**src/rtl/waveform_line_sequencer_if.sv**
```systemverilog
// Sample stream, line-draw request channel and frame status between the
// waveform sequencer (master) and its producer / line engine (slave).
interface waveform_line_sequencer_if #(
  parameter int SAMPLE_WIDTH = 24,
  parameter int COORD_WIDTH  = 16
);
  logic signed [SAMPLE_WIDTH-1:0] sample_in;
  logic                           sample_valid;
  logic                           sample_ready;
  logic                           line_start;
  logic signed [COORD_WIDTH-1:0]  x1, y1, x2, y2;
  logic                           line_done;
  logic                           frame_done;
  logic                           busy;

  modport master (
    input  sample_in, sample_valid, line_done,
    output sample_ready, line_start, x1, y1, x2, y2, frame_done, busy
  );

  modport slave (
    output sample_in, sample_valid, line_done,
    input  sample_ready, line_start, x1, y1, x2, y2, frame_done, busy
  );
endinterface

```
**src/rtl/waveform_line_sequencer.sv**
```systemverilog
// Collects a frame of audio samples as screen y-coordinates and issues one line
// request per adjacent pair. Define WAVE_CLAMP_EN to saturate y to the screen.
module waveform_line_sequencer #(
  parameter int SCREEN_WIDTH  = 640,
  parameter int SCREEN_HEIGHT = 480,
  parameter int SAMPLE_WIDTH  = 24,
  parameter int COORD_WIDTH   = 16,
  parameter int NUM_POINTS    = 64,
  parameter int X_STEP        = 10,
  parameter int Y_SHIFT       = 15
) (
  input  logic                       clk,
  input  logic                       reset,
  waveform_line_sequencer_if.master  bus
);
  localparam int IDX_W     = $clog2(NUM_POINTS);
  localparam int MAP_W     = ((SAMPLE_WIDTH > COORD_WIDTH) ? SAMPLE_WIDTH : COORD_WIDTH) + 1;
  localparam int COORD_MAX = (1 << (COORD_WIDTH-1)) - 1;
  localparam logic [IDX_W-1:0]        LAST_PT  = IDX_W'(NUM_POINTS-1);
  localparam logic [IDX_W-1:0]        LAST_SEG = IDX_W'(NUM_POINTS-2);
  localparam logic signed [MAP_W-1:0] HALF_H   = MAP_W'(SCREEN_HEIGHT/2);
  localparam logic signed [MAP_W-1:0] Y_MAX    = MAP_W'(SCREEN_HEIGHT-1);

  // x is never clamped, so the widest trace and the screen must fit the coordinate type.
  if (NUM_POINTS < 2 || (NUM_POINTS-1)*X_STEP > COORD_MAX ||
      SCREEN_WIDTH-1 > COORD_MAX || SCREEN_HEIGHT-1 > COORD_MAX) begin : g_cfg_err
    $error("waveform_line_sequencer: parameters do not fit COORD_WIDTH");
  end

  typedef enum logic [1:0] {S_FILL, S_ISSUE, S_WAIT, S_FDONE} state_t;

  state_t                         state, state_nx;
  logic [IDX_W-1:0]               wr_idx, wr_nx, seg_idx, seg_nx, seg_p1;
  logic                           accept;
  logic signed [COORD_WIDTH-1:0]  pbuf [NUM_POINTS];
  logic signed [MAP_W-1:0]        s_ext, s_shr, y_full;
  logic signed [COORD_WIDTH-1:0]  y_store, x1_nx, y1_nx, x2_nx, y2_nx;

  always_comb begin
    s_ext  = {{(MAP_W-SAMPLE_WIDTH){bus.sample_in[SAMPLE_WIDTH-1]}}, bus.sample_in};
    s_shr  = s_ext >>> Y_SHIFT;
    y_full = HALF_H - s_shr;
`ifdef WAVE_CLAMP_EN
    if (y_full < 0)          y_store = '0;
    else if (y_full > Y_MAX) y_store = COORD_WIDTH'(Y_MAX);
    else                     y_store = COORD_WIDTH'(y_full);
`else
    y_store = COORD_WIDTH'(y_full);
`endif
  end

  always_comb begin
    state_nx = state;
    wr_nx    = wr_idx;
    seg_nx   = seg_idx;
    accept   = 1'b0;
    case (state)
      S_FILL: if (bus.sample_valid) begin
        accept = 1'b1;
        if (wr_idx == LAST_PT) begin
          state_nx = S_ISSUE;
          seg_nx   = '0;
        end else begin
          wr_nx = wr_idx + 1'b1;
        end
      end
      S_ISSUE: state_nx = S_WAIT;
      S_WAIT: if (bus.line_done) begin
        if (seg_idx == LAST_SEG) state_nx = S_FDONE;
        else begin
          seg_nx   = seg_idx + 1'b1;
          state_nx = S_ISSUE;
        end
      end
      S_FDONE: begin
        wr_nx    = '0;
        state_nx = S_FILL;
      end
      default: state_nx = S_FILL;
    endcase
  end

  // Endpoints are loaded on entry to Issue; the last sample is still being
  // written on that edge, so it is forwarded when it is the far endpoint.
  always_comb begin
    seg_p1 = seg_nx + 1'b1;
    x1_nx  = COORD_WIDTH'(int'(seg_nx) * X_STEP);
    x2_nx  = COORD_WIDTH'(int'(seg_p1) * X_STEP);
    y1_nx  = pbuf[seg_nx];
    y2_nx  = (accept && wr_idx == seg_p1) ? y_store : pbuf[seg_p1];
  end

  always_ff @(posedge clk or posedge reset) begin
    if (reset) begin
      state            <= S_FILL;
      wr_idx           <= '0;
      seg_idx          <= '0;
      bus.sample_ready <= 1'b1;
      bus.busy         <= 1'b0;
      bus.line_start   <= 1'b0;
      bus.frame_done   <= 1'b0;
      bus.x1           <= '0;
      bus.y1           <= '0;
      bus.x2           <= '0;
      bus.y2           <= '0;
    end else begin
      state            <= state_nx;
      wr_idx           <= wr_nx;
      seg_idx          <= seg_nx;
      bus.sample_ready <= (state_nx == S_FILL);
      bus.busy         <= (state_nx != S_FILL);
      bus.line_start   <= (state_nx == S_ISSUE);
      bus.frame_done   <= (state_nx == S_FDONE);
      if (state_nx == S_ISSUE) begin
        bus.x1 <= x1_nx;
        bus.y1 <= y1_nx;
        bus.x2 <= x2_nx;
        bus.y2 <= y2_nx;
      end
    end
  end

  always_ff @(posedge clk) begin
    if (accept) pbuf[wr_idx] <= y_store;
  end
endmodule

```
**src/flat_wrapper.sv**
```systemverilog
// flat-port wrapper written by rule: the top's interface ports become plain ports
module waveform_line_sequencer_flat 
#(
  parameter int SCREEN_WIDTH  = 640,
  parameter int SCREEN_HEIGHT = 480,
  parameter int SAMPLE_WIDTH  = 24,
  parameter int COORD_WIDTH   = 16,
  parameter int NUM_POINTS    = 64,
  parameter int X_STEP        = 10,
  parameter int Y_SHIFT       = 15
)
  (clk, reset, bus_sample_in, bus_sample_valid, bus_line_done, bus_sample_ready, bus_line_start, bus_x1, bus_y1, bus_x2, bus_y2, bus_frame_done, bus_busy);
  waveform_line_sequencer_if #(.SAMPLE_WIDTH(SAMPLE_WIDTH), .COORD_WIDTH(COORD_WIDTH)) bus_i ();
  input  logic clk;
  input  logic reset;
  input wire logic [$bits(bus_i.sample_in)-1:0] bus_sample_in;
  input wire logic [$bits(bus_i.sample_valid)-1:0] bus_sample_valid;
  input wire logic [$bits(bus_i.line_done)-1:0] bus_line_done;
  output wire logic [$bits(bus_i.sample_ready)-1:0] bus_sample_ready;
  output wire logic [$bits(bus_i.line_start)-1:0] bus_line_start;
  output wire logic [$bits(bus_i.x1)-1:0] bus_x1;
  output wire logic [$bits(bus_i.y1)-1:0] bus_y1;
  output wire logic [$bits(bus_i.x2)-1:0] bus_x2;
  output wire logic [$bits(bus_i.y2)-1:0] bus_y2;
  output wire logic [$bits(bus_i.frame_done)-1:0] bus_frame_done;
  output wire logic [$bits(bus_i.busy)-1:0] bus_busy;
  assign bus_i.sample_in = bus_sample_in;
  assign bus_i.sample_valid = bus_sample_valid;
  assign bus_i.line_done = bus_line_done;
  assign bus_sample_ready = bus_i.sample_ready;
  assign bus_line_start = bus_i.line_start;
  assign bus_x1 = bus_i.x1;
  assign bus_y1 = bus_i.y1;
  assign bus_x2 = bus_i.x2;
  assign bus_y2 = bus_i.y2;
  assign bus_frame_done = bus_i.frame_done;
  assign bus_busy = bus_i.busy;
  waveform_line_sequencer #(.SCREEN_WIDTH(SCREEN_WIDTH), .SCREEN_HEIGHT(SCREEN_HEIGHT), .SAMPLE_WIDTH(SAMPLE_WIDTH), .COORD_WIDTH(COORD_WIDTH), .NUM_POINTS(NUM_POINTS), .X_STEP(X_STEP), .Y_SHIFT(Y_SHIFT)) u_core (.clk(clk), .reset(reset), .bus(bus_i));
endmodule
```
**config.mk**
```make
export PLATFORM = sky130hd
export DESIGN_NAME = waveform_line_sequencer_flat
export DESIGN_NICKNAME = d
export VERILOG_FILES = /design/src/rtl/waveform_line_sequencer_if.sv /design/src/rtl/waveform_line_sequencer.sv /design/src/flat_wrapper.sv
export SDC_FILE = /design/constraint.sdc
export NUM_CORES = 1
export LEC_CHECK = 0
export BUFFER_PORTS_ARGS = -buffer_cell sky130_fd_sc_hd__buf_2
export CAP_MARGIN = 0
export CORE_MARGIN = 3
export CORE_UTILIZATION = 45
export CTS_CLUSTER_DIAMETER = 50
export DETAILED_ROUTE_END_ITERATION = 10
export PLACE_DENSITY_LB_ADDON = 0.25
export SLEW_MARGIN = 25
export SYNTH_ARGS = -nofsm -noshare
export SYNTH_HDL_FRONTEND = slang
export SYNTH_SLANG_ARGS = --single-unit
```
**constraint.sdc**
```tcl
create_clock -name clk -period 10 [get_ports clk]
set_input_delay 1.5 -clock clk [delete_from_list [all_inputs] [get_ports clk]]
set_output_delay 1.5 -clock clk [all_outputs]
set_load 0.01 [all_outputs]
```
# [Word-level counts from Yosys, hierarchy flattened]
# Memories as Yosys holds them, arrays and structs flattened. A register that Yosys moved wholly into a read port is not among the register bits.
# Index checks and enable logic that the tools add are counted.
[classes] n_mux=17 n_addsub=4 n_eq_ne=9 multipliers=2 reduce_logical=5
[op_table] op="$mux W6" count=6
[op_table] op="$pmux W6 S2" count=2
[op_table] op="$add A6 B1 Y6 const B" count=3
[op_table] op="$mul A6 B3 Y9 const B" count=2
[op_table] op="$eq A6 B6 Y1 const B" count=2
[op_table] op="$sub A9 B9 Y10 const A" count=1
[op_table] op="$mux W2" count=4
[op_table] op="$pmux W2 S4" count=1
[op_table] op="$eq A2 B2 Y1 const B" count=3
[op_table] op="$eq A2 B1 Y1 const B" count=2
[op_table] op="$logic_not A2 Y1" count=2
[op_table] op="$mux W1" count=4
[op_table] op="$ne A2 B2 Y1 const B" count=2
[op_table] op="$reduce_bool A2 Y1" count=2
[op_table] op="$reduce_and A3 Y1" count=1
[totals] n_memories=1 mem_bits_rw=1024 in_bits=28 elab_cells=47 out_inout_bits=68 ff_bits=48
[memory_table] name="u_core.pbuf" words=64 word_bits=16 read_ports=2 rd_clocked_by_memory_dff=2 wr=1 line_no="waveform_line_sequencer.sv:35" text="logic signed [COORD_WIDTH-1:0] pbuf [NUM_POINTS];"

# [Longest topological paths before layout]
[depth] word_depth=6 mapped_depth=26 ltp_nobuf=17

# [Worst setup path before layout]
# OpenSTA, ideal clock, no wires.
[synth_path] path_type="input -> register" from="input port bus_sample_in[17]" to="memory u_core.pbuf[0][14], data pin" setup_ns=0.913 arrival_time_ns=5.374 stages=2 t_required_ns=9.087 n_path_buf=0 path_slack_ns=3.713 path_cell_list="o41ai_1 > nor4b_1"
[synth_via] elab_chain_len=1
[synth_lines] item="start, declared" line_no="flat_wrapper.sv:16" text="input wire logic [$bits(bus_i.sample_in)-1:0] bus_sample_in;"
[synth_lines] item="$sub A9 B9 Y10" line_no="waveform_line_sequencer.sv:42" text="y_full = HALF_H - s_shr;"
[synth_lines] item="net u_core.y_full[10]" line_no="waveform_line_sequencer.sv:36" text="logic signed [MAP_W-1:0] s_ext, s_shr, y_full;"
[synth_lines] item="end, declared" line_no="waveform_line_sequencer.sv:35"
# The timed path passes the listed nets, and every way through them passes these cells.

# [Worst setup path in the final report]
[layout_path] from="register u_core.wr_idx[4]" to="register u_core.bus.y2[8] (read register of u_core.pbuf)"
[layout_via] elab_chain_len=5 elab_cells_between_ends=9 classes_between="add/sub: 1; eq/ne: 2; mux: 6"
[layout_lines] item="start, declared" line_no="waveform_line_sequencer.sv:33" text="logic [IDX_W-1:0] wr_idx, wr_nx, seg_idx, seg_nx, seg_p1;"
[layout_lines] item="start signal, assigned" line_no="waveform_line_sequencer.sv:108" text="wr_idx <= wr_nx;"
[layout_lines] item="$eq A6 B6 Y1 *" line_no="waveform_line_sequencer.sv:60" text="if (wr_idx == LAST_PT) begin"
[layout_lines] item="$mux W6 / $mux W2 (equally long branches)" line_no="waveform_line_sequencer.sv:60"
[layout_lines] item="$mux W6 / $mux W2 (equally long branches)" line_no="waveform_line_sequencer.sv:58" text="S_FILL: if (bus.sample_valid) begin"
[layout_lines] item="$pmux W6 S2 / $pmux W2 S4 (equally long branches)" line_no="waveform_line_sequencer.sv:57" text="case (state)"
[layout_lines] item="$add A6 B1 Y6 / $eq A2 B1 Y1 (equally long branches)" line_no="waveform_line_sequencer.sv:86, waveform_line_sequencer.sv:114"
[layout_lines] item="end, declared" line_no="waveform_line_sequencer_if.sv:18" text="output sample_ready, line_start, x1, y1, x2, y2, frame_done, busy"
# Mark *: on every way between the ends. The rest lies on a longest branch, timed or not.
# A chain may end at the register's enable or synchronous reset.

==> results.txt <==
The run finished with clean final reports. Entering global routing, the biggest net connects 174 pins. The logs give 0 for the number of setup buffers added after CTS and 6 for the number of detailed-route iterations in the first pass.

The initial utilization of the core area, before any placement, comes to 45.7%. The run gives 0 as the max-cap violation count. Including well taps, the total number of placed cells is 3748.

The netlist uses 66 different library cells. The achievable frequency is 153 MHz, and the hold path depth is 2. STA puts the critical path data arrival time at 7070 ps. Of the total power, the share spent switching nets is 44.9%. The share of the yosys chip area belonging to registers came out at 61.5%.

Setup repair after global routing left no endpoint under its margin. The clock share of power was 22.0%; the internal power was 6.73 mW. The routability congestion estimate was 0.935; the per-cell via count in the routed design was 6.41. The worst pin sits at a relative slew slack of 25.3%. The number of cells on the worst reg-to-reg path is 13. Critical path endpoint category: a register. The number of global-route vias before repair was 23.5k. Summed over all layers, the global routing overflow is 0. In this run, the combinational gates consume 48.8% of the power. The path with the worst hold slack has its endpoint at u_core.bus.x1[9].

The required time of the critical path is 10520 ps. The die covers 77900 µm². In this run the critical register-to-register path is launched from u_core.wr_idx[4].

The share of layout cells above drive strength 1 came out at 14.0%. The wire length reported by the detailed router was 106 mm. By area the synthesized netlist is led by sky130_fd_sc_hd__edfxtp_1 57%, sky130_fd_sc_hd__nand2_1 8.7%, sky130_fd_sc_hd__mux4_2 5.2%.

The cell seen most often among critical-path stages was sky130_fd_sc_hd__buf_4. The H-tree was split into 3 levels. The number of hold-repair buffers added at the cts stage was 0.

In this run the static leakage power is 13.2 nW. Measured along the x axis, the die boundary spans 279 µm. The tools report the sum of negative setup slack as 0 ps. The tools report the startpoint type of the worst setup path as a register.

Final max-slew violation count: 0. In this run, the number of DRC markers left after iteration 0 of detailed routing was 3634. Sequential power share: 29.2%. In this run the critical register-to-register path is captured at u_core.bus.y2[8]. The clock passes through at most 3 buffers.

The tools report the switching power as 5.49 mW. The wire length of the first global-routing pass is 155 mm. Summed over all nets, the half-perimeter wirelength after detailed placement is 64.1 mm. The placeable core area was 73500 µm²; the area share of the leading cell type in the synthesized netlist was 57.3%. For the source-to-sink clock delay at the later pin of the worst-skew pair, the log shows 630 ps. Of all cell types, the one taking the most synthesized area is sky130_fd_sc_hd__edfxtp_1. Most used flip-flop cell after synthesis: sky130_fd_sc_hd__edfxtp_1.

Input and output buffers added on the ports amount to 66. The cell at the slowest stage of the critical path was sky130_fd_sc_hd__dfrtp_1. TritonCTS built the clock tree. The run gives 0 as the count of unresolved DRC violations after routing.

In the finished design, the share of the clock period the worst path needs comes to 65.5%. The path class of the lowest-slack min-delay path was register to register. The synthesized design contains 696 register bits. Walking the worst path, the cells encountered are nand3_1 > o31ai_2 > o21a_4 > inv_8 > ha_4 > or3_1 > a21oi_4 > buf_4 > buf_4 > a32oi_1 > a31oi_1 > a21oi_1 > a211o_1. Critical-path maximum fanout: 102. The tools report the startpoint of the lowest-slack hold path as u_core.bus.x1[9]. In this run the power density over the cells is 328 nW/µm².

On the worst path, the slowest cell contributes a delay of 720 ps. The register-to-register setup slack is 3450 ps. In the final routed layout, each cell accounts on average for 27.3 µm. Counting flops with an async set or reset pin after synthesis yields a share of 8.05%.

Most frequent cell after synthesis: sky130_fd_sc_hd__nand2_1. The tools report the number of failing setup endpoints in the final timing report as 0. For the pin with the worst max-slew slack, the measured transition is 1110 ps.

The run gives 24.9k as the via count of the routed design. The total standard cell area after synthesis came out at 33500 µm². The worst-case setup slack after placement is 3180 ps. In the final design database the tool counted 2917 nets. The run gives 0 as the count of instances resized after the clock tree is built. The clock period could shrink to 6550 ps. By count the netlist is led by 780 x sky130_fd_sc_hd__nand2_1, 640 x sky130_fd_sc_hd__edfxtp_1, 238 x sky130_fd_sc_hd__nand3_1. The tightest hold path in the finished design has a slack of 463 ps. The warning count from the yosys run is 0, and the average footprint of a synthesized cell is 11.7 µm².

IR analysis of the VDD net gives a maximum drop of 0.293 mV. For this design the top-level I/O count stands at 96. 0 antenna diodes ended up in the layout.

The count of nets left with antenna violations once routing finished came out at 0. The all-layer global routing usage came out at 26.9%. In the synthesized netlist, the number of instances is 2865. By startpoint and endpoint, the worst setup path is classified as register to register.

The number of antenna violations at the first check in global routing was 3; the worst-case clock skew was 30.4 ps. The clock slew seen by the registers of the worst setup and hold paths is 60 ps. Yosys mapped a number of flops with a built-in enable equal to 640. The count of endpoints failing hold in the final timing report is 0, and the vertical die dimension is 279 µm.

The clock tree root driver cell was sky130_fd_sc_hd__clkbuf_16. CTS saw 696 sinks. Excluding fillers, the count of instances in the completed layout stands at 3883. Buffers inserted during clock tree synthesis total 74. Relative to the synthesized area, the layout overhead comes to 10.9%.

Across all setup checks in the final design, the least slack found is 3450 ps. The run gives 99 as the number of placement rows.
==> critical path, delay by kind of cell (launching register included) <==
family / cells / cell delay (ps)
fa+ha+maj: 1 / 320
compound gates: 7 / 3030
buf+inv: 3 / 1130
flops: 1 / 720
simple gates: 2 / 1150
==> area by class of cell <==
| cell class | count | area, µm² |
|---|---|---|
| Fill cell | 6184 | 36200 |
| Sequential cell | 696 | 20600 |
| Multi-Input combinational cell | 1931 | 12000 |
| Clock buffer | 88 | 1940 |
| Tap cell | 959 | 1200 |
| Timing Repair Buffer | 140 | 943 |
| Clock inverter | 46 | 393 |
| Inverter | 23 | 95.1 |
==> cells by family (layout without fill, tap and decap cells) <==
kind of cell	Yosys count	in the layout	synth area share, %
buffers and inverters	251	297	3.57
adders and majority gates	23	23	0.903
AOI/OAI and AO/OA	436	436	9.22
and+or+nand+nor	1246	1246	15.7
other	1	14	0.0112
DFF	696	696	61.5
xor gates and xnor gates	17	17	0.444
muxes	195	195	8.69
==> stage by stage <==
stage	area (µm²)	total power, mW	utilization (%)
finish	37200	12.2	50.7
global route	37200	12.7	50.7
CTS	37200	12.1	50.6
detailed placement	34800	9.40	47.4
global placement	34800	9.26	47.3
floorplan	33600	7.28	-
==> state kept, by name, indices dropped and copies added (netlist names) <==
name and flops:
u_core.pbuf 640, u_core.bus.y1 10, u_core.bus.y2 10, u_core.bus.x1 9, u_core.bus.x2 9, u_core.seg_idx 6
u_core.wr_idx 6, u_core.state 2, u_core.bus.busy 1, u_core.bus.frame_done 1, u_core.bus.line_start 1, u_core.bus.sample_ready 1
==> power by group through the flow <==
stage                     sequential, mW  combinational (mW)  clock, mW
after floorplan                     3.56                3.72          0
after global placement              3.61                5.65          0
after detailed placement            3.62                5.78          0
after CTS                           3.56                5.80       2.70
after global routing                3.58                6.27       2.83
final                               3.57                5.97       2.68
==> cells in the final DEF (no fill, tap or decap), types with 10 or more instances in the layout <==
master	netlist	layout
sky130_fd_sc_hd__edfxtp_1	640	640
sky130_fd_sc_hd__and3_1	24	23
sky130_fd_sc_hd__nand3_1	238	238
sky130_fd_sc_hd__a21oi_1	70	67
sky130_fd_sc_hd__clkinv_2	0	13
sky130_fd_sc_hd__o211ai_1	15	15
sky130_fd_sc_hd__a22o_1	10	10
sky130_fd_sc_hd__dfrtp_1	55	55
sky130_fd_sc_hd__clkbuf_1	90	12
sky130_fd_sc_hd__a221o_1	16	16
sky130_fd_sc_hd__mux2i_1	118	117
sky130_fd_sc_hd__a32oi_1	77	77
sky130_fd_sc_hd__clkbuf_16	0	75
sky130_fd_sc_hd__mux4_2	77	77
sky130_fd_sc_hd__a31o_2	10	10
sky130_fd_sc_hd__clkinv_1	2	15
sky130_fd_sc_hd__inv_1	18	15
sky130_fd_sc_hd__a31oi_1	64	64
sky130_fd_sc_hd__conb_1	1	14
sky130_fd_sc_hd__buf_4	30	70
sky130_fd_sc_hd__a22oi_1	10	10
sky130_fd_sc_hd__ha_1	21	19
sky130_fd_sc_hd__nand4_1	26	26
sky130_fd_sc_hd__buf_2	79	66
sky130_fd_sc_hd__a21o_1	25	25
sky130_fd_sc_hd__o21ai_0	64	64
sky130_fd_sc_hd__nor2_1	130	93
sky130_fd_sc_hd__nor2_2	0	34
sky130_fd_sc_hd__nand2_1	780	777
sky130_fd_sc_hd__a211oi_1	23	23
==> worst max path at each step <==
stage                       from            endpoint  slack (ps)  cells after the start
2_1_floorplan  bus_sample_in[17]  u_core.pbuf[0][14]        3710                      2
3_3_place_gp       bus_line_done    u_core.bus.y2[6]        3300                     13
3_5_place_dp       bus_line_done    u_core.bus.y2[6]        3180                     13
4_1_cts         u_core.wr_idx[3]    u_core.bus.y2[8]        3720                     13
5_1_grt         u_core.wr_idx[3]    u_core.bus.y2[8]        3360                     13
6_report        u_core.wr_idx[4]    u_core.bus.y2[8]        3450                     13
==> layer usage <==
metal | share of wire, % | vias to the layer above | GRT usage (%)
met4 | 4.1 | 4 | 11.2
met3 | 12 | 271 | 6.40
met1 | 39 | 12306 | 37.6
met2 | 44 | 1626 | 40.6
li1 | - | 10692 | -
met5 | 0.022 | - | 0
(Power assumes the default switching activity.)
